--- src/rtl/hzrd_pkg.sv ---
// Shared types and defaults for the hazard/forwarding scoreboard.
// The slot record is sized for the widest supported register file.
package hzrd_pkg;

  localparam int NREG_DFLT       = 32;
  localparam int FWD_STAGES_DFLT = 2;
  localparam int AW_MAX          = 8;

  typedef struct packed {
    logic              wen;
    logic [AW_MAX-1:0] waddr;
    logic              is_load;
  } slot_t;

endpackage

--- src/rtl/hzrd_match.sv ---
// Youngest-match priority encoder over the in-flight write slots.
// Returns a one-hot bypass select, or a load-not-ready flag instead.
module hzrd_match
  import hzrd_pkg::*;
#(
  parameter int NS = FWD_STAGES_DFLT,
  parameter int LL = 1,
  parameter int AW = 5
) (
  input  slot_t [NS-1:0] slots_i,
  input  logic  [AW-1:0] rs_i,
  output logic  [NS-1:0] sel_o,
  output logic           ld_nr_o
);

  logic [AW_MAX-1:0] rs_x;

  assign rs_x = AW_MAX'(rs_i);

  always_comb begin
    logic found;
    found   = 1'b0;
    sel_o   = '0;
    ld_nr_o = 1'b0;
    for (int k = 0; k < NS; k++) begin
      if (!found && (rs_i != '0) &&
          slots_i[k].wen &&
          (slots_i[k].waddr == rs_x)) begin
        found = 1'b1;
        if (slots_i[k].is_load && (k < LL))
          ld_nr_o = 1'b1;
        else
          sel_o[k] = 1'b1;
      end
    end
  end

endmodule

--- src/rtl/hzrd_sb.sv ---
// Hazard detection / forwarding unit with a one-entry
// multi-cycle scoreboard, flush squash and WAW protection.
module hzrd_sb
  import hzrd_pkg::*;
#(
  parameter int NREG       = NREG_DFLT,
  parameter int FWD_STAGES = FWD_STAGES_DFLT,
  parameter int LOAD_LAT   = 1,
  localparam int AW        = $clog2(NREG)
) (
  input  logic                  i_clk,
  input  logic                  i_rst,
  input  logic                  i_id_valid,
  input  logic                  i_rd_wen,
  input  logic [AW-1:0]         i_rd_waddr,
  input  logic [AW-1:0]         i_rs1_raddr,
  input  logic [AW-1:0]         i_rs2_raddr,
  input  logic                  i_is_load,
  input  logic                  i_is_mc,
  input  logic                  i_mc_done,
  input  logic [AW-1:0]         i_mc_waddr,
  input  logic                  i_flush,
  output logic                  o_if_id_halt,
  output logic                  o_id_ex_halt,
  output logic [FWD_STAGES-1:0] o_fwd_op1,
  output logic [FWD_STAGES-1:0] o_fwd_op2,
  output logic                  o_fwd_mc_op1,
  output logic                  o_fwd_mc_op2,
  output logic                  o_mc_pending
);

  slot_t [FWD_STAGES-1:0] slot_q, slot_d;
  logic                   mc_busy_q, mc_busy_d;
  logic [AW-1:0]          mc_rd_q, mc_rd_d;

  logic [FWD_STAGES-1:0] sel1, sel2;
  logic ldnr1, ldnr2;
  logic mc_hit1, mc_hit2, mc_byp;
  logic mc_fwd1, mc_fwd2;
  logic lu1, lu2, raw1, raw2;
  logic waw, strc, stall;
  logic accept, mc_issue;

  hzrd_match #(
    .NS(FWD_STAGES), .LL(LOAD_LAT), .AW(AW)
  ) u_m1 (
    .slots_i (slot_q),
    .rs_i    (i_rs1_raddr),
    .sel_o   (sel1),
    .ld_nr_o (ldnr1)
  );

  hzrd_match #(
    .NS(FWD_STAGES), .LL(LOAD_LAT), .AW(AW)
  ) u_m2 (
    .slots_i (slot_q),
    .rs_i    (i_rs2_raddr),
    .sel_o   (sel2),
    .ld_nr_o (ldnr2)
  );

  always_comb begin
    mc_hit1 = mc_busy_q && (i_rs1_raddr != '0) &&
              (i_rs1_raddr == mc_rd_q);
    mc_hit2 = mc_busy_q && (i_rs2_raddr != '0) &&
              (i_rs2_raddr == mc_rd_q);
    mc_byp  = i_mc_done && (i_mc_waddr == mc_rd_q);
    mc_fwd1 = mc_hit1 && mc_byp;
    mc_fwd2 = mc_hit2 && mc_byp;
    raw1    = mc_hit1 && !mc_byp;
    raw2    = mc_hit2 && !mc_byp;
    // a completing MC result is younger than any slot
    lu1     = ldnr1 && !mc_fwd1;
    lu2     = ldnr2 && !mc_fwd2;
    waw     = i_rd_wen && (i_rd_waddr != '0) && mc_busy_q &&
              (i_rd_waddr == mc_rd_q) && !i_mc_done;
    strc    = i_is_mc && mc_busy_q && !i_mc_done;
    stall   = i_id_valid && !i_flush &&
              (lu1 || lu2 || raw1 || raw2 || waw || strc);
    accept  = i_id_valid && !stall && !i_flush;
    mc_issue = accept && i_is_mc && (i_rd_waddr != '0);
  end

  always_comb begin
    slot_d = '0;
    for (int k = 1; k < FWD_STAGES; k++)
      slot_d[k] = slot_q[k-1];
    if (accept && !i_is_mc) begin
      slot_d[0].wen     = i_rd_wen;
      slot_d[0].waddr   = AW_MAX'(i_rd_waddr);
      slot_d[0].is_load = i_is_load;
    end
    mc_busy_d = mc_busy_q;
    mc_rd_d   = mc_rd_q;
    if (mc_issue) begin
      mc_busy_d = 1'b1;
      mc_rd_d   = i_rd_waddr;
    end else if (i_mc_done) begin
      mc_busy_d = 1'b0;
    end
  end

  always_ff @(posedge i_clk) begin
    if (!i_rst) begin
      slot_q    <= '0;
      mc_busy_q <= 1'b0;
      mc_rd_q   <= '0;
    end else begin
      slot_q    <= slot_d;
      mc_busy_q <= mc_busy_d;
      mc_rd_q   <= mc_rd_d;
    end
  end

  always_comb begin
    o_if_id_halt = 1'b0;
    o_id_ex_halt = 1'b0;
    o_fwd_op1    = '0;
    o_fwd_op2    = '0;
    o_fwd_mc_op1 = 1'b0;
    o_fwd_mc_op2 = 1'b0;
    o_mc_pending = 1'b0;
    if (i_rst) begin
      o_if_id_halt = stall;
      o_id_ex_halt = stall;
      o_fwd_op1    = mc_fwd1 ? '0 : sel1;
      o_fwd_op2    = mc_fwd2 ? '0 : sel2;
      o_fwd_mc_op1 = mc_fwd1;
      o_fwd_mc_op2 = mc_fwd2;
      o_mc_pending = mc_busy_q;
    end
  end

endmodule

--- config.mk ---
export PLATFORM = sky130hd
export DESIGN_NAME = hzrd_sb
export DESIGN_NICKNAME = d
export VERILOG_FILES = /design/src/rtl/hzrd_pkg.sv /design/src/rtl/hzrd_match.sv /design/src/rtl/hzrd_sb.sv
export SDC_FILE = /design/constraint.sdc
export NUM_CORES = 1
export LEC_CHECK = 0
export ABC_AREA = 0
export BUFFER_PORTS_ARGS = -buffer_cell sky130_fd_sc_hd__buf_4
export CAP_MARGIN = 5
export CORE_MARGIN = 4
export CORE_UTILIZATION = 45
export CTS_BUF_LIST = sky130_fd_sc_hd__clkbuf_8
export CTS_CLUSTER_DIAMETER = 100
export DETAILED_ROUTE_END_ITERATION = 8
export GPL_TIMING_DRIVEN = 0
export PLACE_DENSITY = 0.74
export SYNTH_ARGS = -nofsm -noshare
export SYNTH_HDL_FRONTEND = slang
export SYNTH_SLANG_ARGS = --single-unit
--- constraint.sdc ---
create_clock -name i_clk -period 2.5 [get_ports i_clk]
set_clock_uncertainty 0.1 [all_clocks]
set_input_delay 0.375 -clock i_clk [delete_from_list [all_inputs] [get_ports i_clk]]
set_output_delay 0.375 -clock i_clk [all_outputs]
set_load 0.03 [all_outputs]
# --- Word-level counts from Yosys, hierarchy flattened ---
# Cells that the tools add are included.
# Widths: inputs -> output; s select.
totals:
  reg_bits: 25
  in_bits: 28
  output_inout_bits: 9
  wordCells: 89
classes:
  eq_ne: 8
  mux: 20
  reduce_logical: 53
ops:
  columns: ["cell", "n"]
  rows:
  - ["$logic_and 1x1->1", 34]
  - ["$eq 8x5->1", 4]
  - ["$eq 5x5->1", 4]
  - ["$mux 1", 16]
  - ["$reduce_bool 5->1", 3]
  - ["$logic_not 1->1", 9]
  - ["$mux 2", 4]
  - ["$logic_or 1x1->1", 5]
  - ["$reduce_and 2->1", 1]
  - ["$reduce_bool 2->1", 1]

# --- Longest topological paths before layout ---
logic_depth:
  depth_word: 18
  ltp_mapped: 8
  depth_no_buf: 7

# --- Cells and area by module ---
# A second synthesis with hierarchy kept.
hier_totals:
  cells_unflattened: 169
  area_unflattened_um2: 1441.4
modules_own_cells:
  columns: ["mod", "n_inst", "cells_each", "area_per_inst_um2", "seq_area_each_um2"]
  rows:
  - ["hzrd_sb", 1, 125, 1078.5, 400.4]
  - ["hzrd_match", 2, 22, 181.4, 0.0]

# --- Worst setup path after synthesis ---
# No wires, ideal clock.
synth_timing:
  path_kind: "input-to-output"
  start: "in i_rs2_raddr[1]"
  end: "out o_if_id_halt"
  arrival_ns: 2.306
  required_ns: 2.025
  slack_ns: -0.281
  stages: 7
  path_cell_list: "or4_1 -> nor2_2 -> or3_1 -> a22oi_2 -> o221ai_2 -> nor2b_1 -> buf_4"
synth_via:
  elab_chain_cells: 13
synth_rtl:
  columns: ["item", "line_no", "rtl"]
  rows:
  - ["start, declared", "hzrd_sb.sv:17", "input logic [AW-1:0] i_rs2_raddr,"]
  - ["$reduce_bool 5->1", "hzrd_match.sv:26, hzrd_sb.sv:65", null]
  - ["$logic_and 1x1->1 (2 in series)", "hzrd_sb.sv:65", "mc_hit2 = mc_busy_q && (i_rs2_raddr != '0) &&"]
  - ["$logic_and 1x1->1", "hzrd_sb.sv:69", "mc_fwd2 = mc_hit2 && mc_byp;"]
  - ["$logic_not 1->1", "hzrd_sb.sv:74", "lu2 = ldnr2 && !mc_fwd2;"]
  - ["$logic_and 1x1->1", "hzrd_sb.sv:74", null]
  - ["$logic_or 1x1->1 (2 in series)", "hzrd_sb.sv:79", "(lu1 || lu2 || raw1 || raw2 || waw || strc);"]
  - ["$logic_or 1x1->1 (*) (3 in series)", "hzrd_sb.sv:79", null]
  - ["$logic_and 1x1->1 (*)", "hzrd_sb.sv:78", "stall = i_id_valid && !i_flush &&"]
  - ["$mux 1 (*)", null, null]
  - ["end, declared", "hzrd_sb.sv:23", "output logic o_if_id_halt,"]
# Mark *: on every way between the ends. The rest lies on a longest branch, timed or not.

# --- Worst setup path after layout ---
layout_timing:
  start: "in i_rs1_raddr[3]"
  end: "out o_id_ex_halt"
layout_via:
  elab_chain_cells: 13
layout_rtl:
  columns: ["item", "line_no", "rtl"]
  rows:
  - ["start, declared", "hzrd_sb.sv:16", "input logic [AW-1:0] i_rs1_raddr,"]
  - ["$reduce_bool 5->1", "hzrd_match.sv:26, hzrd_sb.sv:63", null]
  - ["$logic_and 1x1->1 (2 in series)", "hzrd_sb.sv:63", "mc_hit1 = mc_busy_q && (i_rs1_raddr != '0) &&"]
  - ["$logic_and 1x1->1", "hzrd_sb.sv:68", "mc_fwd1 = mc_hit1 && mc_byp;"]
  - ["$logic_not 1->1", "hzrd_sb.sv:73", "lu1 = ldnr1 && !mc_fwd1;"]
  - ["$logic_and 1x1->1", "hzrd_sb.sv:73", null]
  - ["$logic_or 1x1->1", "hzrd_sb.sv:79", null]
  - ["$logic_or 1x1->1 (*) (4 in series)", "hzrd_sb.sv:79", null]
  - ["$logic_and 1x1->1 (*)", "hzrd_sb.sv:78", null]
  - ["$mux 1 (*)", "hzrd_sb.sv:123", "if (i_rst) begin"]
  - ["end, declared", "hzrd_sb.sv:24", "output logic o_id_ex_halt,"]
# Marks and branches as above.

==> key figures <==
Final layout
  • # diodes: 0
  • Area grow syn2layout: 33.6%
  • Commonest non-fill, non-tap cell in the layout: buf_4
  • Most frequent cells in the layout: 37 x buf_4, 32 x xnor2_1, 16 x and2_1
  • Layout cells sized above 1: about 34%
  • Final cell utilization of the core: 62.2%
  • # nets final: 212

Clock network
  • H-tree depth: 1
  • Clk pin slew, worst setup/hold paths: 70 ps
  • CTS tree: yes
  • Worst skew pair latency: 250 ps
  • Hold-fix buffers, CTS: 0
  • Clock sinks: 19
  • Clock buffer count from CTS: 3
  • Number of buffers on the longest clock path: 2
  • CTS root buf: clkbuf_8

STA
  • Tmin final: 2440 ps
  • FMAX: roughly 410 MHz
  • Fin. max-slew vios: 0
  • Rel. slew slack: 71.1%
  • Period Utilization, post-route: 97.8%
  • Fin. Hold Viols: 0
  • Hold_ws: 223 ps
  • # setup viols final: 0
  • Slew @ Worst Pin: 434 ps

Global route
  • First-pass GRT wire length: 5180 µm
  • GRT Util Overall: between 10% and 20%
  • Largest net degree at the start of global routing: 11
  • Initial antenna violation count: 0
  • Vias in the first global route: 1188
  • M3 GR Usage: 2.10%
  • Grt total ovfl: 0
  • GRT busiest layer: met2
  • Met1 Use GR: 23.5%
  • Met2 GRT Util: 31.9%

Worst setup path
  • Worst-path fanout max: 4
  • CP Class: in2out
  • CP peak stage delay: 540 ps
  • Crit-path leading delay family: simple AND/OR/NAND/NOR gates
  • Critical path's slowest cell: or4_4
  • Data arrival, critical path: slightly below 2000 ps
  • CP endpoint kind: output pin
  • CP Buf/Inv Count: 2
  • Crit path required time: a little over 2000 ps
  • CP Launch Type: input pin
  • Worst path cell trace: buf_4 -> or4_4 -> nor2_4 -> or3_4 -> a22oi_2 -> o221ai_2 -> nor2b_4 -> buf_6

Synth
  • Area of the mapped netlist: around 1300 µm²
  • Cells after Synth: 146
  • Synth area leader: dfxtp_1
  • Share of flip-flops with an asynchronous set or reset: 0%
  • Yosys warning total: 0
  • Syn Area/Cell: 8.72 µm²
  • Largest cells by area after synthesis: dfxtp_1 30%, xnor2_1 22%, and2_1 7.9%
  • Number of synthesized flops with an enable pin: 0
  • Top_reg_cell synth: dfxtp_1
  • Post-Syn Nets: between 150 and 200
  • Synth Register Bits: 19
  • Netlist cell types: 28
  • Yosys top cell area share: between 20% and 30%
  • Sequential area share after synthesis: ~30%

Status
  • Status: finished clean

Floorplanning
  • Ports: 37
  • Die Ht: 61.2 µm
  • Die ar.: between 3000 and 4000 µm²
  • Row count: 19
  • Core ar.: roughly 2700 µm²
  • Chip Width: ~61 µm
  • Initial Util: ~47%

Placement
  • Gpl congestion: 0.878
  • Port buffer count: 36
  • Hpwl dp: around 2600 µm

Route
  • Total number of vias: ~1100
  • Antenna viol nets, final: 0
  • Drt initial violations: 69
  • Drt pass-1 iters: 4
  • Via density: 5.32
  • Wire per inst: 14.5 µm
  • Routed Wire Length: 3110 µm
  • # DRC: 0

Hold path
  • Min-delay worst type: in2reg

Power
  • Flop pwr share: 48.9%
  • Leakage: 0.000639 µW
  • Max VDD drop: 0.355 mV
  • Cell Pwr Density: roughly 380 nW/µm²
  • Clock share of power: 31.2%
  • Comb power frac: 19.9%
  • Sw Ratio: between 20% and 30%
  • Pint: 489 µW
  • Net Sw Power: 164 µW

Run
  • Max cap viols: 0
state kept, by name, summed over array words and instances, names as in the netlist:
register   count
mc_rd_q        5
slot_q         6
mc_busy_q      1
slot_d         7
final cells by class:
type,count,area (µm²)
clock buffer,3,41.3
clock inverter,1,3.75
tap,31,38.8
multi-input combinational,118,920
fill,248,1030
sequential,19,387
buffer,2,7.51
inverter,1,3.75
timing repair buffer,39,300
what timing repair did:
item                       4_1_cts  5_1_grt
setup buffers                    2        1
cloned                           0        0
resized for setup               11        4
setup endpoints to repair        4        2
pin swaps                        7        3
power groups by stage:
stage | Clock [µW] | Combinational (µW) | Sequential [µW]
final | 204 | 130 | 320
after global routing | 217 | 144 | 321
after CTS | 207 | 128 | 320
after detailed placement | 0 | 131 | 320
after global placement | 0 | 127 | 320
after floorplan | 0 | 68.5 | 319
cell usage after synthesis, drive strengths merged (2+ instances only):
library cell	number
xnor2	32
and3	3
or3	2
clkbuf	7
nand2	14
nor3	7
nand4	9
xor2	8
nor4	3
mux2i	5
or4	3
and2	16
dfxtp	19
nor2b	3
nor2	6
nor4bb	2
worst paths after layout:
kind                                endpoint           start  slack, ps  depth (start not counted)
worst max-delay path            o_id_ex_halt  i_rs1_raddr[3]         60                          8
worst min-delay path              slot_d[10]       i_is_load        220                          2
worst max register to register    mc_rd_q[3]      mc_rd_q[4]        190                          8
worst min register to register    slot_q[13]      slot_d[13]        410                          1
kinds of logic (layout without fill, tap and decap cells):
| family | after synthesis | in the layout | synth area share [%] |
|---|---|---|---|
| muxes | 5 | 5 | 3.93 |
| and+or+nand+nor | 69 | 69 | 32.6 |
| AOI/OAI and AO/OA | 4 | 4 | 3.14 |
| xor gates and xnor gates | 40 | 40 | 27.5 |
| buffers and inverters | 9 | 46 | 2.95 |
| DFF | 19 | 19 | 29.9 |
through the flow:
stage	area [µm²]	setup slack [ps]	instances	setup TNS, ps	total power (µW)
detailed placement	1600	-184	213	-350	451
floorplan	1290	-100	146	-100	387
finish	1700	55.2	214	0	653
CTS	1670	22.6	213	0	654
global route	1700	-0.304	214	-0.522	682
global placement	1600	-156	213	-228	447
metal layers:
| layer | part of all wire (%) | vias to the layer above |
|---|---|---|
| met4 | 1.1 | 0 |
| met2 | 50 | 32 |
| met3 | 4.9 | 5 |
| met5 | 0 | - |
| li1 | - | 564 |
| met1 | 44 | 538 |
No activity file was read; power rests on OpenSTA's default activity.
